<file path="src/rtl/daq_pkg.sv">
// Shared types and defaults for the DAQ sweep/acquisition path.
// Latency: n/a (declarations only).
// Backpressure: n/a.
package daq_pkg;

  // Default converter widths
  localparam int DAC_W = 12;
  localparam int ADC_W = 12;

  // Sweep sequencer states
  typedef enum logic [2:0] {
    ST_IDLE,
    ST_LOAD,
    ST_WAIT_DAC,
    ST_SETTLE,
    ST_ADC_GO,
    ST_WAIT_ADC,
    ST_EMIT,
    ST_NEXT
  } sweep_state_t;

  // Reset values
  localparam sweep_state_t STATE_RST  = ST_IDLE;
  localparam logic         STROBE_RST = 1'b0;

endpackage

</file>
<file path="src/rtl/settle_timer.sv">
// Loadable down-counter that flags when the settling interval has elapsed.
// Latency: zero_o reflects the registered count; load/decrement take effect next cycle.
// Backpressure: none; the counter saturates at zero.
module settle_timer #(
  parameter int SetW = 16
) (
  input  logic            clk_i,
  input  logic            rst_i,
  input  logic            load_i,
  input  logic [SetW-1:0] load_val_i,
  input  logic            dec_i,
  output logic            zero_o
);

  logic [SetW-1:0] cnt_q;

  // Load has priority; decrement stops at zero so a late dec never wraps
  always_ff @(posedge clk_i or negedge rst_i) begin
    if (!rst_i) begin
      cnt_q <= '0;
    end else if (load_i) begin
      cnt_q <= load_val_i;
    end else if (dec_i && (cnt_q != '0)) begin
      cnt_q <= cnt_q - SetW'(1);
    end
  end

  assign zero_o = (cnt_q == '0);

endmodule

</file>
<file path="src/rtl/sweep_avg_ctrl.sv">
// DAC sweep sequencer: per point write DAC, settle, burst-sample ADC, average, emit (code, avg).
// Latency: start->stdac 1 cycle; eodac->stadc kset+2; last eoadc->res_valid 1; transfer->next stdac 2.
// Backpressure: res_valid/res_ready; EMIT holds result and issues no strobes until accepted.
// Build option SWEEP_AVG_EN: when defined, averages 2^NAvgLog2 samples per point; otherwise one sample.
module sweep_avg_ctrl
  import daq_pkg::*;
#(
  parameter int DacW     = DAC_W,
  parameter int AdcW     = ADC_W,
  parameter int NAvgLog2 = 2,
  parameter int SetW     = 16
) (
  input  logic            clk_i,
  input  logic            rst_i,
  input  logic            start_i,
  input  logic            abort_i,
  input  logic [DacW-1:0] code_start_i,
  input  logic [DacW-1:0] code_stop_i,
  input  logic [DacW-1:0] step_i,
  input  logic [SetW-1:0] kset_i,
  output logic            stdac_o,
  output logic [DacW-1:0] din_dac_o,
  input  logic            eodac_i,
  output logic            stadc_o,
  input  logic            eoadc_i,
  input  logic [AdcW-1:0] dadc_i,
  output logic            res_valid_o,
  input  logic            res_ready_i,
  output logic [DacW-1:0] res_code_o,
  output logic [AdcW-1:0] res_data_o,
  output logic            busy_o,
  output logic            eos_o
);

  sweep_state_t    state_q, state_d;
  logic [DacW-1:0] code_q, code_d;
  logic [DacW-1:0] stop_q, step_q;
  logic [SetW-1:0] kset_q;
  logic            abort_q, abort_any;
  logic [DacW:0]   sum;
  logic            last_pt;
  logic            eos_d;
  logic            settle_zero;
  logic            last_smp;
  logic [AdcW-1:0] res_data_d;

  assign abort_any = abort_q | abort_i;

  // One extra bit so a step past the top of the DAC range is seen as overflow, not a wrap
  assign sum     = {1'b0, code_q} + {1'b0, step_q};
  assign last_pt = (step_q == '0) || (sum > {1'b0, stop_q});

  settle_timer #(.SetW(SetW)) u_settle (
    .clk_i      (clk_i),
    .rst_i      (rst_i),
    .load_i     ((state_q == ST_WAIT_DAC) && eodac_i),
    .load_val_i (kset_q),
    .dec_i      (state_q == ST_SETTLE),
    .zero_o     (settle_zero)
  );

`ifdef SWEEP_AVG_EN
  localparam int AccW = AdcW + NAvgLog2;

  logic [AccW-1:0]     acc_q, acc_sum;
  logic [NAvgLog2-1:0] smp_q;

  assign acc_sum    = acc_q + AccW'(dadc_i);
  assign last_smp   = (smp_q == {NAvgLog2{1'b1}});
  assign res_data_d = acc_sum[AccW-1:NAvgLog2];

  // Accumulate each conversion; both clear as a new point starts
  always_ff @(posedge clk_i or negedge rst_i) begin
    if (!rst_i) begin
      acc_q <= '0;
      smp_q <= '0;
    end else if (state_d == ST_LOAD) begin
      acc_q <= '0;
      smp_q <= '0;
    end else if ((state_q == ST_WAIT_ADC) && eoadc_i) begin
      acc_q <= acc_sum;
      smp_q <= smp_q + NAvgLog2'(1);
    end
  end
`else
  // Single conversion per point: the sample is the result
  assign last_smp   = 1'b1;
  assign res_data_d = dadc_i;

  // NAvgLog2 is accepted for interface compatibility but has no effect here
  if (NAvgLog2 < 0) begin : g_navg_unused
  end
`endif

  // Next-state and next-code decode; abort wins wherever no SPI transfer is in flight
  always_comb begin
    state_d = state_q;
    code_d  = code_q;
    eos_d   = 1'b0;
    case (state_q)
      ST_IDLE: begin
        if (start_i) begin
          state_d = ST_LOAD;
          code_d  = code_start_i;
        end
      end
      ST_LOAD:     state_d = abort_any ? ST_IDLE : ST_WAIT_DAC;
      ST_WAIT_DAC: begin
        if (eodac_i) state_d = abort_any ? ST_IDLE : ST_SETTLE;
      end
      ST_SETTLE: begin
        if (abort_any)        state_d = ST_IDLE;
        else if (settle_zero) state_d = ST_ADC_GO;
      end
      ST_ADC_GO:   state_d = abort_any ? ST_IDLE : ST_WAIT_ADC;
      ST_WAIT_ADC: begin
        if (eoadc_i) begin
          if (abort_any)     state_d = ST_IDLE;
          else if (last_smp) state_d = ST_EMIT;
          else               state_d = ST_ADC_GO;
        end
      end
      ST_EMIT: begin
        if (abort_any)        state_d = ST_IDLE;
        else if (res_ready_i) state_d = ST_NEXT;
      end
      ST_NEXT: begin
        if (abort_any) begin
          state_d = ST_IDLE;
        end else if (last_pt) begin
          state_d = ST_IDLE;
          eos_d   = 1'b1;
        end else begin
          state_d = ST_LOAD;
          code_d  = sum[DacW-1:0];
        end
      end
      default: state_d = ST_IDLE;
    endcase
  end

  // State, current code and the pending-abort flag
  always_ff @(posedge clk_i or negedge rst_i) begin
    if (!rst_i) begin
      state_q <= STATE_RST;
      code_q  <= '0;
      abort_q <= 1'b0;
    end else begin
      state_q <= state_d;
      code_q  <= code_d;
      abort_q <= (state_d == ST_IDLE) ? 1'b0 : abort_any;
    end
  end

  // Sweep parameters are captured once so the caller may change them mid-sweep
  always_ff @(posedge clk_i or negedge rst_i) begin
    if (!rst_i) begin
      stop_q <= '0;
      step_q <= '0;
      kset_q <= '0;
    end else if ((state_q == ST_IDLE) && start_i) begin
      stop_q <= code_stop_i;
      step_q <= step_i;
      kset_q <= kset_i;
    end
  end

  // Strobes and status decoded from the next state so they line up with the state they describe
  always_ff @(posedge clk_i or negedge rst_i) begin
    if (!rst_i) begin
      stdac_o     <= STROBE_RST;
      stadc_o     <= STROBE_RST;
      res_valid_o <= 1'b0;
      busy_o      <= 1'b0;
      eos_o       <= 1'b0;
    end else begin
      stdac_o     <= (state_d == ST_LOAD);
      stadc_o     <= (state_d == ST_ADC_GO);
      res_valid_o <= (state_d == ST_EMIT);
      busy_o      <= (state_d != ST_IDLE);
      eos_o       <= eos_d;
    end
  end

  // Data outputs only change on entry to LOAD / EMIT, so they are stable while presented
  always_ff @(posedge clk_i or negedge rst_i) begin
    if (!rst_i) begin
      din_dac_o  <= '0;
      res_code_o <= '0;
      res_data_o <= '0;
    end else begin
      if (state_d == ST_LOAD) din_dac_o <= code_d;
      if ((state_q == ST_WAIT_ADC) && (state_d == ST_EMIT)) begin
        res_code_o <= code_q;
        res_data_o <= res_data_d;
      end
    end
  end

endmodule
</file>
<file path="config.mk">
export PLATFORM = sky130hd
export DESIGN_NAME = sweep_avg_ctrl
export DESIGN_NICKNAME = d
export VERILOG_FILES = /design/src/rtl/daq_pkg.sv /design/src/rtl/settle_timer.sv /design/src/rtl/sweep_avg_ctrl.sv
export SDC_FILE = /design/constraint.sdc
export NUM_CORES = 1
export LEC_CHECK = 0
export CAP_MARGIN = 10
export CORE_UTILIZATION = 37
export CTS_BUF_LIST = sky130_fd_sc_hd__clkbuf_2 sky130_fd_sc_hd__clkbuf_4 sky130_fd_sc_hd__clkbuf_8
export CTS_CLUSTER_DIAMETER = 150
export CTS_CLUSTER_SIZE = 28
export DETAILED_ROUTE_END_ITERATION = 10
export GPL_TIMING_DRIVEN = 0
export HOLD_SLACK_MARGIN = 0.06
export PLACE_DENSITY = 0.59
export SYNTH_ARGS = -nofsm -noshare
export SYNTH_HDL_FRONTEND = slang
export SYNTH_SLANG_ARGS = --single-unit
</file>
<file path="constraint.sdc">
create_clock -name clk_i -period 5 [get_ports clk_i]
set_clock_uncertainty 0.05 [all_clocks]
set_input_delay 1 -clock clk_i [delete_from_list [all_inputs] [get_ports clk_i]]
set_output_delay 1 -clock clk_i [all_outputs]
set_load 0.05 [all_outputs]
</file>
; Yosys cells after proc, flatten, opt, wreduce, memory -nomap -nowiden
; Index checks and enable logic that the tools add are counted.
[totals]
regBits = 113
in_bits = 71
out_inout_bits = 41
wordCells = 65
[op_classes]
add_sub_neg = 2
order_cmp = 1
n_eq_ne = 10
n_mux = 24
n_bitwise = 1
reduce_logical = 12
[op_table]
columns = cell, n
row1 = 2-to-1 mux 12 bit, 3
row2 = 2-to-1 mux 16 bit, 2
row3 = 2-to-1 mux 3 bit, 9
row4 = one-hot mux 12 bit (2 select lines), 1
row5 = one-hot mux 3 bit (8 select lines), 1
row6 = equality test 3 bit (second input constant), 6
row7 = zero test 16 bit, 1
row8 = nonzero test 16 bit, 1
row9 = subtractor 16 x 1 -> 16 bit (second input constant), 1
row10 = adder 12 x 12 -> 13 bit, 1
row11 = greater-than comparator 13 x 12 -> 1 bit, 1
row12 = zero test 12 bit, 1
row13 = equality test 3 x 1 -> 1 bit (second input constant), 2
row14 = equality test 3 x 2 -> 1 bit (second input constant), 2
row15 = zero test 3 bit, 2
row16 = 2-to-1 mux 1 bit, 6
row17 = logical AND 1 bit, 4
row18 = 2-to-1 mux 2 bit, 2
row19 = nonzero test 3 bit, 1
row20 = nonzero test 2 bit, 1
row21 = logical OR 1 bit, 1
row22 = OR 1 bit, 1

; Longest topological paths before layout
; Gate-level depths: netlist of the first run.
[logic_depth]
depth_word = 8
ltp_mapped = 19
ltp_nobuf = 18

; Hierarchy
; A second synthesis of the first run with hierarchy kept.
[unflattened]
cells_unflattened = 648
area_unflattened_um2 = 6125.9
[modules_own_cells]
columns = module, n_inst, cells_per_inst, area_each_um2
row1 = sweep_avg_ctrl, 1, 524, 5062.4
row2 = settle_timer, 1, 124, 1063.5

; Worst setup path before layout of the first run
; No wires, ideal clock.
[synth_path]
path_kind = register to register
start = reg code_q[0]
end = reg din_dac_o[2]
arrival_ps = 3816
path_slack_ps = 1010
path_stages_with_launch = 19
synth_period_minus_slack_ps = 3990
cell_sequence = dfrtp_1 > ha_1 > inv_1 > fa_1 > nor2b_1 > o2111ai_1 > a31o_2 > nand2b_1 > a21oi_1 > xor2_1 > inv_1 > ha_1 > a21o_1 > a21oi_2 > nand3_2 > o31a_1 > o31a_1 > a221o_1 > mux2_2
[synth_between]
word_cells_on_any_way = 10
cone_classes = add/sub: 1 / order compare: 1 / eq/ne: 1 / mux: 6 / reduce/logical: 1
[synth_lines]
columns = item, line_no
row1 = start: declaration, sweep_avg_ctrl.sv:36  ; logic [DacW-1:0] code_q, code_d;
row2 = start signal: assignment, sweep_avg_ctrl.sv:150  ; code_q <= code_d;
row3 = adder 12 x 12 -> 13 bit (*), sweep_avg_ctrl.sv:50  ; assign sum = {1'b0, code_q} + {1'b0, step_q};
row4 = greater-than comparator 13 x 12 -> 1 bit, sweep_avg_ctrl.sv:51  ; assign last_pt = (step_q == '0) || (sum > {1'b0, stop_q});
row5 = logical OR 1 bit, sweep_avg_ctrl.sv:51
row6 = 2-to-1 mux 12 bit (*), sweep_avg_ctrl.sv:130  ; end else if (last_pt) begin
row7 = 2-to-1 mux 12 bit (*), sweep_avg_ctrl.sv:128  ; if (abort_any) begin
row8 = one-hot mux 12 bit (2 select lines) (*), sweep_avg_ctrl.sv:100  ; case (state_q)
row9 = via code_d[2], sweep_avg_ctrl.sv:36
row10 = end signal: assignment, sweep_avg_ctrl.sv:192  ; if (state_d == ST_LOAD) din_dac_o <= code_d;
row11 = end: declaration, sweep_avg_ctrl.sv:22  ; output logic [DacW-1:0] din_dac_o,
; Mark *: on every way through the listed nets, which the timed path passes. The rest lies on a longest branch.
; A chain may end at the register's enable or synchronous reset.

; Worst setup path in the final report of the first run
[layout_path]
start = reg step_q[0]
end = reg code_q[10]
[layout_between]
elab_chain_cells = 6
word_cells_on_any_way = 7
cone_classes = add/sub: 1 / order compare: 1 / mux: 3 / reduce/logical: 2
[layout_rtl]
columns = item, line_no
row1 = start: declaration, sweep_avg_ctrl.sv:37  ; logic [DacW-1:0] stop_q, step_q;
row2 = start signal: assignment, sweep_avg_ctrl.sv:163  ; step_q <= step_i;
row3 = adder 12 x 12 -> 13 bit, sweep_avg_ctrl.sv:50
row4 = greater-than comparator 13 x 12 -> 1 bit, sweep_avg_ctrl.sv:51
row5 = logical OR 1 bit, sweep_avg_ctrl.sv:51
row6 = 2-to-1 mux 12 bit (*), sweep_avg_ctrl.sv:130
row7 = 2-to-1 mux 12 bit (*), sweep_avg_ctrl.sv:128
row8 = one-hot mux 12 bit (2 select lines) (*), sweep_avg_ctrl.sv:100
row9 = via code_d[10], sweep_avg_ctrl.sv:36
; Marked as above.

==> results of run 1 <==
## how the worst max path moves through the flow
stage	to	slack (ns)
after floorplan	din_dac_o[2]	1.01
after global placement	res_data_o[9]	-1.52
after detailed placement	code_q[10]	0.35
after CTS	code_q[10]	0.31
after global routing	code_q[8]	0.06
final	code_q[10]	0.38
## cell type report
cell class	count	area, sq um	share of cell area
repair buffers	113	1150	0.154
plain buffers	24	92.6	0.0124
inverters	28	105	0.0141
clock inverters	4	72.6	0.00972
flip-flops and latches	113	2830	0.379
well taps	184	230	0.0308
clock buffers	28	342	0.0458
multi-input cells	428	2650	0.355
## power groups by stage
stage          logic (uW)  clock network, uW  registers (uW)
2_1_floorplan        1700                  0            1630
3_3_place_gp         2500                  0            1520
3_5_place_dp         2580                  0            1530
4_1_cts              2600                916            1520
5_1_grt              2920                963            1560
6_report             2630                896            1510
## critical path, stage by stage, from the launching register on
cell and delay [ns]:
dfrtp_1 0.45, ha_1 0.22, inv_1 0.06, fa_1 0.41
nor2b_1 0.18, o2111ai_1 0.20, a31o_2 0.29, nand2b_1 0.07
a21oi_1 0.08, xor2_1 0.19, inv_1 0.07, ha_1 0.29
a21o_1 0.17, a21oi_2 0.21, nand3_2 0.10, o31a_1 0.40
nor3_2 0.43, clkbuf_1 0.41, a211oi_1 0.09, a21oi_1 0.15
## synthesized netlist by cell type, types with 2 or more instances
cell,instances,share of area
ha_1,25,0.055
a221o_1,5,0.0088
and2_1,2,0.0022
a31oi_1,7,0.0077
inv_1,28,0.019
and3_1,4,0.0044
nor3_1,12,0.011
xnor2_1,11,0.017
a221oi_1,2,0.0031
a21o_1,2,0.0026
o22ai_1,4,0.0044
buf_1,6,0.0040
mux2_2,25,0.050
nand4_1,2,0.0022
dfrtp_1,113,0.50
nor2_1,32,0.021
nor4_1,7,0.0077
clkbuf_1,16,0.011
o21a_1,6,0.0079
a21oi_1,19,0.017
nand3_1,17,0.015
a211oi_1,6,0.0079
or2_2,4,0.0044
nor2b_1,5,0.0055
nand2_1,134,0.089
mux2i_1,9,0.016
nand2b_1,6,0.0066
buf_2,2,0.0018
xor2_1,3,0.0046
o21ai_0,39,0.034
o211ai_1,5,0.0066
and3b_1,2,0.0031
o31ai_1,3,0.0040
o311ai_0,2,0.0031
o31a_1,2,0.0031
or3_1,4,0.0044
a31o_2,2,0.0031
## state kept, by name, summed over array words and instances (netlist names)
| signal | flops |
|---|---|
| res_data_o | 12 |
| res_valid_o | 1 |
| u_settle.cnt_q | 16 |
| state_q | 3 |
| stadc_o | 1 |
| stop_q | 12 |
| kset_q | 16 |
| din_dac_o | 12 |
| stdac_o | 1 |
| abort_q | 1 |
| step_q | 12 |
| res_code_o | 12 |
| busy_o | 1 |
| code_q | 12 |
| eos_o | 1 |
## kinds of logic (layout without fill, tap and decap cells)
family / after synthesis / in the layout / share of synthesized area
buffers and inverters: 52 / 197 / 0.0348
flip-flops: 113 / 113 / 0.498
multiplexers: 34 / 34 / 0.0655
XOR/XNOR: 14 / 14 / 0.0216
AO/OA/AOI/OAI: 114 / 114 / 0.128
adder cells (fa/ha/maj): 26 / 26 / 0.0587
AND/OR/NAND/NOR: 240 / 240 / 0.193
## timing repair
item	4_1_cts	5_1_grt
endpoints found under the hold margin	0	0
buffers inserted	0	1
endpoints found under the setup margin	0	3
## metrics by stage
stage	utilization	TNS [ns]
CTS	0.506	0
floorplan	-	0
global route	0.506	0
finish	0.506	0
detailed placement	0.477	0
global placement	0.475	-170.35
## layout by cell type, fill, tap and decap left out, types with 4 or more instances in the layout
cell type        netlist  final
dfrtp_1              113    113
mux2i_1                9      9
clkbuf_8               0     21
or3_1                  4      4
o211ai_1               5      5
clkbuf_1              16     16
nor3_1                12     12
and3_1                 4      4
nand2_1              134    134
a221o_1                5      5
o21ai_0               39     39
o22ai_1                4      4
nor2b_1                5      5
nand3_1               17     17
xnor2_1               11     11
nand2b_1               6      6
nor4_1                 7      7
a31oi_1                7      7
ha_1                  25     25
clkdlybuf4s50_1        0    110
mux2_2                25     25
inv_1                 28     28
a21oi_1               19     19
clkbuf_4               0      7
nor2_1                32     32
or2_2                  4      4
o21a_1                 6      6
buf_1                  6      6
a211oi_1               6      6
## per-layer routing
metal	wire [um]	vias to the layer above
met3	774	19
li1	-	2319
met5	0	-
met4	227	0
met1	6630	2305
met2	7170	148
==> run summary, run 1 <==
1st-iter DRT viols: 290
drt wl/cell: 16.0 um
Slew headroom: 0.368
initial antenna violation count: 0
register area share after synthesis: 0.498
drt total wl: 14.8 mm
Die X: 126 um
hold slack: 0.418 ns
crit path from: step_q[0]
syn avg cell area: 9.57 sq um
GR peak layer: met2
R2R depth: 19
fraction of registers with async set/reset: 1.00
GRT overflow: 0
cts bufs inserted: 17
Finished Cell Area: 0.00747 sq mm
met3 Use GR: 0.0438
I/O pin cnt: 112
worst-case clock buffer depth: 2
# diodes: 0
Psw: 2220 uW
final setup margin: 0.380 ns
vias in the first global route: 4,976
nets@finish: 822
CTS resizes: 0
CTS root buf: clkbuf_8
Post-DRT Antenna Nets: 0
worst-skew pair later-pin latency: 0.44 ns
Req. time, crit path: 5.30 ns
initial core utilization: 0.385
DRC: 0
Clock Sink Count: 113
combinational group share of total power: 0.522
Post-CTS Hold Buffers: 0
fillcell total: 1,408
Tot Pwr: 5030 uW
post-synth cell types: 57
CP Max Fanout: 10
GR Layer Usage met1: 0.256
post-synthesis register bit count: 113
slack of the worst reg-to-reg path: 0.38 ns
Internal: 2810 uW
I/O Buffers: 111
CP endpoint kind: flip-flop
Peak Freq: 0.216 GHz
All-Layer GR Usage: 0.201
Power Dens Cells: 674 mW/mm^2
layout cell share with drive strength beyond 1: 0.104
result of the run: finished, final reports clean
first-pass GRT wire length: 24.6 mm
Primary FF master, synth: dfrtp_1
P&R area growth vs syn: 31.6%
Die ar.: 0.0158 sq mm
reg-to-reg critical path endpoint: code_q[10]
crit path time final: 4.62 ns
worst reg2reg startpoint: step_q[0]
Hold WC Path Type: input pin to asynchronous set/reset pin
GR Layer Usage met2: 0.335
vias per inst: 5.20
DR pass1 iterations: 5
H-tree levels: 4
largest net degree at the start of global routing: 74
Syn. warnings: 0
HPWL Detailed: 11.3 mm
CORE AREA: 0.0148 sq mm
CTS tree: built
Hold Vio Cnt, Final: 0
endpoints failing setup: 0
Max VDD drop: 345 uV
Mapped Cells: 593
number of synthesized flops with an enable pin: 0
via count: 4,791
Clock transition at path regs: 0.07 ns
RSZ-0062 raised after global routing: false
Seq pwr share: 0.300
Setup Crit Path Kind: flip-flop to flip-flop
Tcrit/Tclk final: 0.924
DP Area: 0.00704 sq mm
GP Congestion: 0.883
Slew Viols, Final: 0
Leak: 0.00339 uW
Mapped Area: 0.00567 sq mm
worst-margin pin slew: 0.941 ns
Placed Cells incl. Taps: 889
type of origin of the critical path: flip-flop
arrival time at the worst endpoint: 4.92 ns
maxcap violations: 0
Die H: 126 um
clock network fraction of design power: 0.178
# rows: 44
Post-Synthesis Net Count: 690
Layout Cells excl Fill: 922
post-place setup slack: 0.345 ns
Switching Share: 0.442
No activity file was read; power rests on OpenSTA's default activity.
==> run 2, diff against run 1 <==
CTS_BUF_LIST = sky130_fd_sc_hd__clkbuf_4   (was sky130_fd_sc_hd__clkbuf_2 sky130_fd_sc_hd__clkbuf_4 sky130_fd_sc_hd__clkbuf_8)
GPL_TIMING_DRIVEN = default   (was 0)
==> run summary, run 2 (same netlist as run 1, synthesis figures left out) <==
layout cell share with drive strength beyond 1: 0.105
CTS tree: built
Tcrit/Tclk final: 0.898
I/O Buffers: 111
Multi-input gate area: 0.00265 sq mm
maxcap violations: 0
Die ar.: 0.0158 sq mm
Slew headroom: 0.345
CP top delay family: compound AO/OA/AOI/OAI gates
P&R area growth vs syn: 27.7%
CP endpoint kind: flip-flop
Die X: 126 um
Hold Vio Cnt, Final: 0
Clock transition at path regs: 0.11 ns
commonest non-fill, non-tap cell in the layout: nand2_1
Peak Freq: 0.223 GHz
Switching Share: 0.461
initial antenna violation count: 1
via count: 4,703
post-place setup slack: 0.599 ns
slowest stage cell, crit path: o21a_1
type of origin of the critical path: flip-flop
vias per inst: 5.21
crit path time final: 4.49 ns
nets@finish: 801
Setup Crit Path Kind: flip-flop to flip-flop
Worst Path Buf+Inv: 3
clock network fraction of design power: 0.145
H-tree levels: 4
most frequent cells in the layout: nand2_1, dfrtp_1, clkdlybuf4s50_1, o21ai_0, nor2_1
CTS resizes: 0
All-Layer GR Usage: 0.198
largest net degree at the start of global routing: 78
setup tns final: 0 ns
biggest regs: kset_q x16, u_settle.cnt_q x16
post-CTS setup buffers: 0
initial core utilization: 0.385
RSZ-0062 raised after global routing: false
Die H: 126 um
HPWL Detailed: 11.0 mm
Post-DRT Antenna Nets: 0
CP Max Fanout: 8
I/O pin cnt: 112
DR pass1 iterations: 5
Post-CTS Hold Buffers: 0
worst-skew pair later-pin latency: 0.52 ns
Hold WC Path Type: flip-flop to flip-flop
CTS root buf: clkbuf_4
GP Congestion: 0.882
cts bufs inserted: 17
1st-iter DRT viols: 322
Leak: 0.00331 uW
Internal: 2580 uW
first-pass GRT wire length: 24.0 mm
endpoints failing setup: 0
Max VDD drop: 292 uV
# rows: 44
worst-case clock buffer depth: 2
Layout Cells excl Fill: 902
Core Util, Final: 0.491
Critical Path, Cell by Cell: ha_1 > inv_1 > fa_1 > nor2b_1 > o2111ai_1 > a31o_2 > nand2b_1 > a21oi_1 > xor2_1 > inv_1 > ha_1 > nand3_1 > a31o_2 > a21oi_1 > o31a_1 > o21a_1 > inv_1 > mux2_2
arrival time at the worst endpoint: 4.84 ns
Slew Viols, Final: 0
drt wl/cell: 16.4 um
Req. time, crit path: 5.35 ns
drt total wl: 14.8 mm
vias in the first global route: 4,780
combinational group share of total power: 0.536
Clock Sink Count: 113
result of the run: finished, final reports clean
fillcell total: 1,406
Power Dens Cells: 661 mW/mm^2
Seq pwr share: 0.319
worst-margin pin slew: 0.983 ns
Placed Cells incl. Taps: 869
CP peak stage delay: 0.44 ns
final setup margin: 0.511 ns
Psw: 2210 uW
CORE AREA: 0.0148 sq mm
GRT overflow: 0
Register Area: 0.00283 sq mm
crit-path most repeated cell: inv_1
DRC: 0
==> run 2: cell types whose count changed in the layout (fill, tap and decap cells not counted), sizes merged <==
cell	change
buf	-5
bufinv	+1
clkbuf	-26
clkinv	+9
diode	+1
==> run 2: layout make-up <==
cell class,count,area share
flip-flops and latches,113,0.390
inverters,28,0.0145
diodes,1,0.000345
clock buffers,18,0.0187
repair buffers,116,0.158
clock inverters,14,0.0202
well taps,184,0.0318
multi-input cells,428,0.366
==> run 2: final timing paths <==
path	start	to	slack (ns)	cells after the start
worst min-delay path	kset_q[4]	u_settle.cnt_q[4]	0.43	2
max in group asynchronous	rst_i	din_dac_o[5]	3.23	2
worst max-delay path	code_q[0]	din_dac_o[2]	0.51	18
worst max register to register	code_q[0]	din_dac_o[2]	0.51	18
min in group asynchronous	rst_i	res_data_o[11]	0.58	1
worst min register to register	kset_q[4]	u_settle.cnt_q[4]	0.43	2
==> run 2: routing by layer <==
layer,routed length [um],track usage,share of wire,vias up
met1,6600,0.245,0.45,2255
met2,7350,0.346,0.50,138
met4,132,0.0510,0.0089,0
met3,722,0.0489,0.049,15
li1,-,-,-,2295
met5,0,0,0,-
==> run 2: power by group through the flow <==
stage                     sequential [uW]  combinational [uW]  clock, uW
final                                1530                2570        696
after global routing                 1580                2840        759
after CTS                            1530                2570        714
after detailed placement             1550                2550          0
after global placement               1540                2520          0
after floorplan                      1630                1700          0
==> run 2: tightest hold or removal path: cells and delay by family (launching register included) <==
kind / cells / cell delay [ns]
DFF: 1 / 0.36
AOI/OAI and AO/OA: 1 / 0.06
and+or+nand+nor: 1 / 0.05
==> run 2: per-stage QoR <==
stage               cell area [sq um]  hold slack, ns  total power [uW]
floorplan                        5670           0.390              3330
global placement                 6960           0.417              4060
detailed placement               6960           0.416              4090
finish                           7240           0.434              4790
CTS                              7240           0.442              4810
global route                     7240           0.452              5180
==> run 3, diff against run 2 <==
--- a/constraint.sdc
+++ b/constraint.sdc
@@ -3,3 +3,3 @@
 set_input_delay 1 -clock clk_i [delete_from_list [all_inputs] [get_ports clk_i]]
 set_output_delay 1 -clock clk_i [all_outputs]
-set_load 0.05 [all_outputs]
+set_load 0.02 [all_outputs]
==> results of run 3 <==
The final DEF is identical to that of run 2. Status: finished, final reports clean.
Main changes from that run: total power 4790 uW -> 4660 uW; worst IR drop on VDD 292 uV -> 289 uV
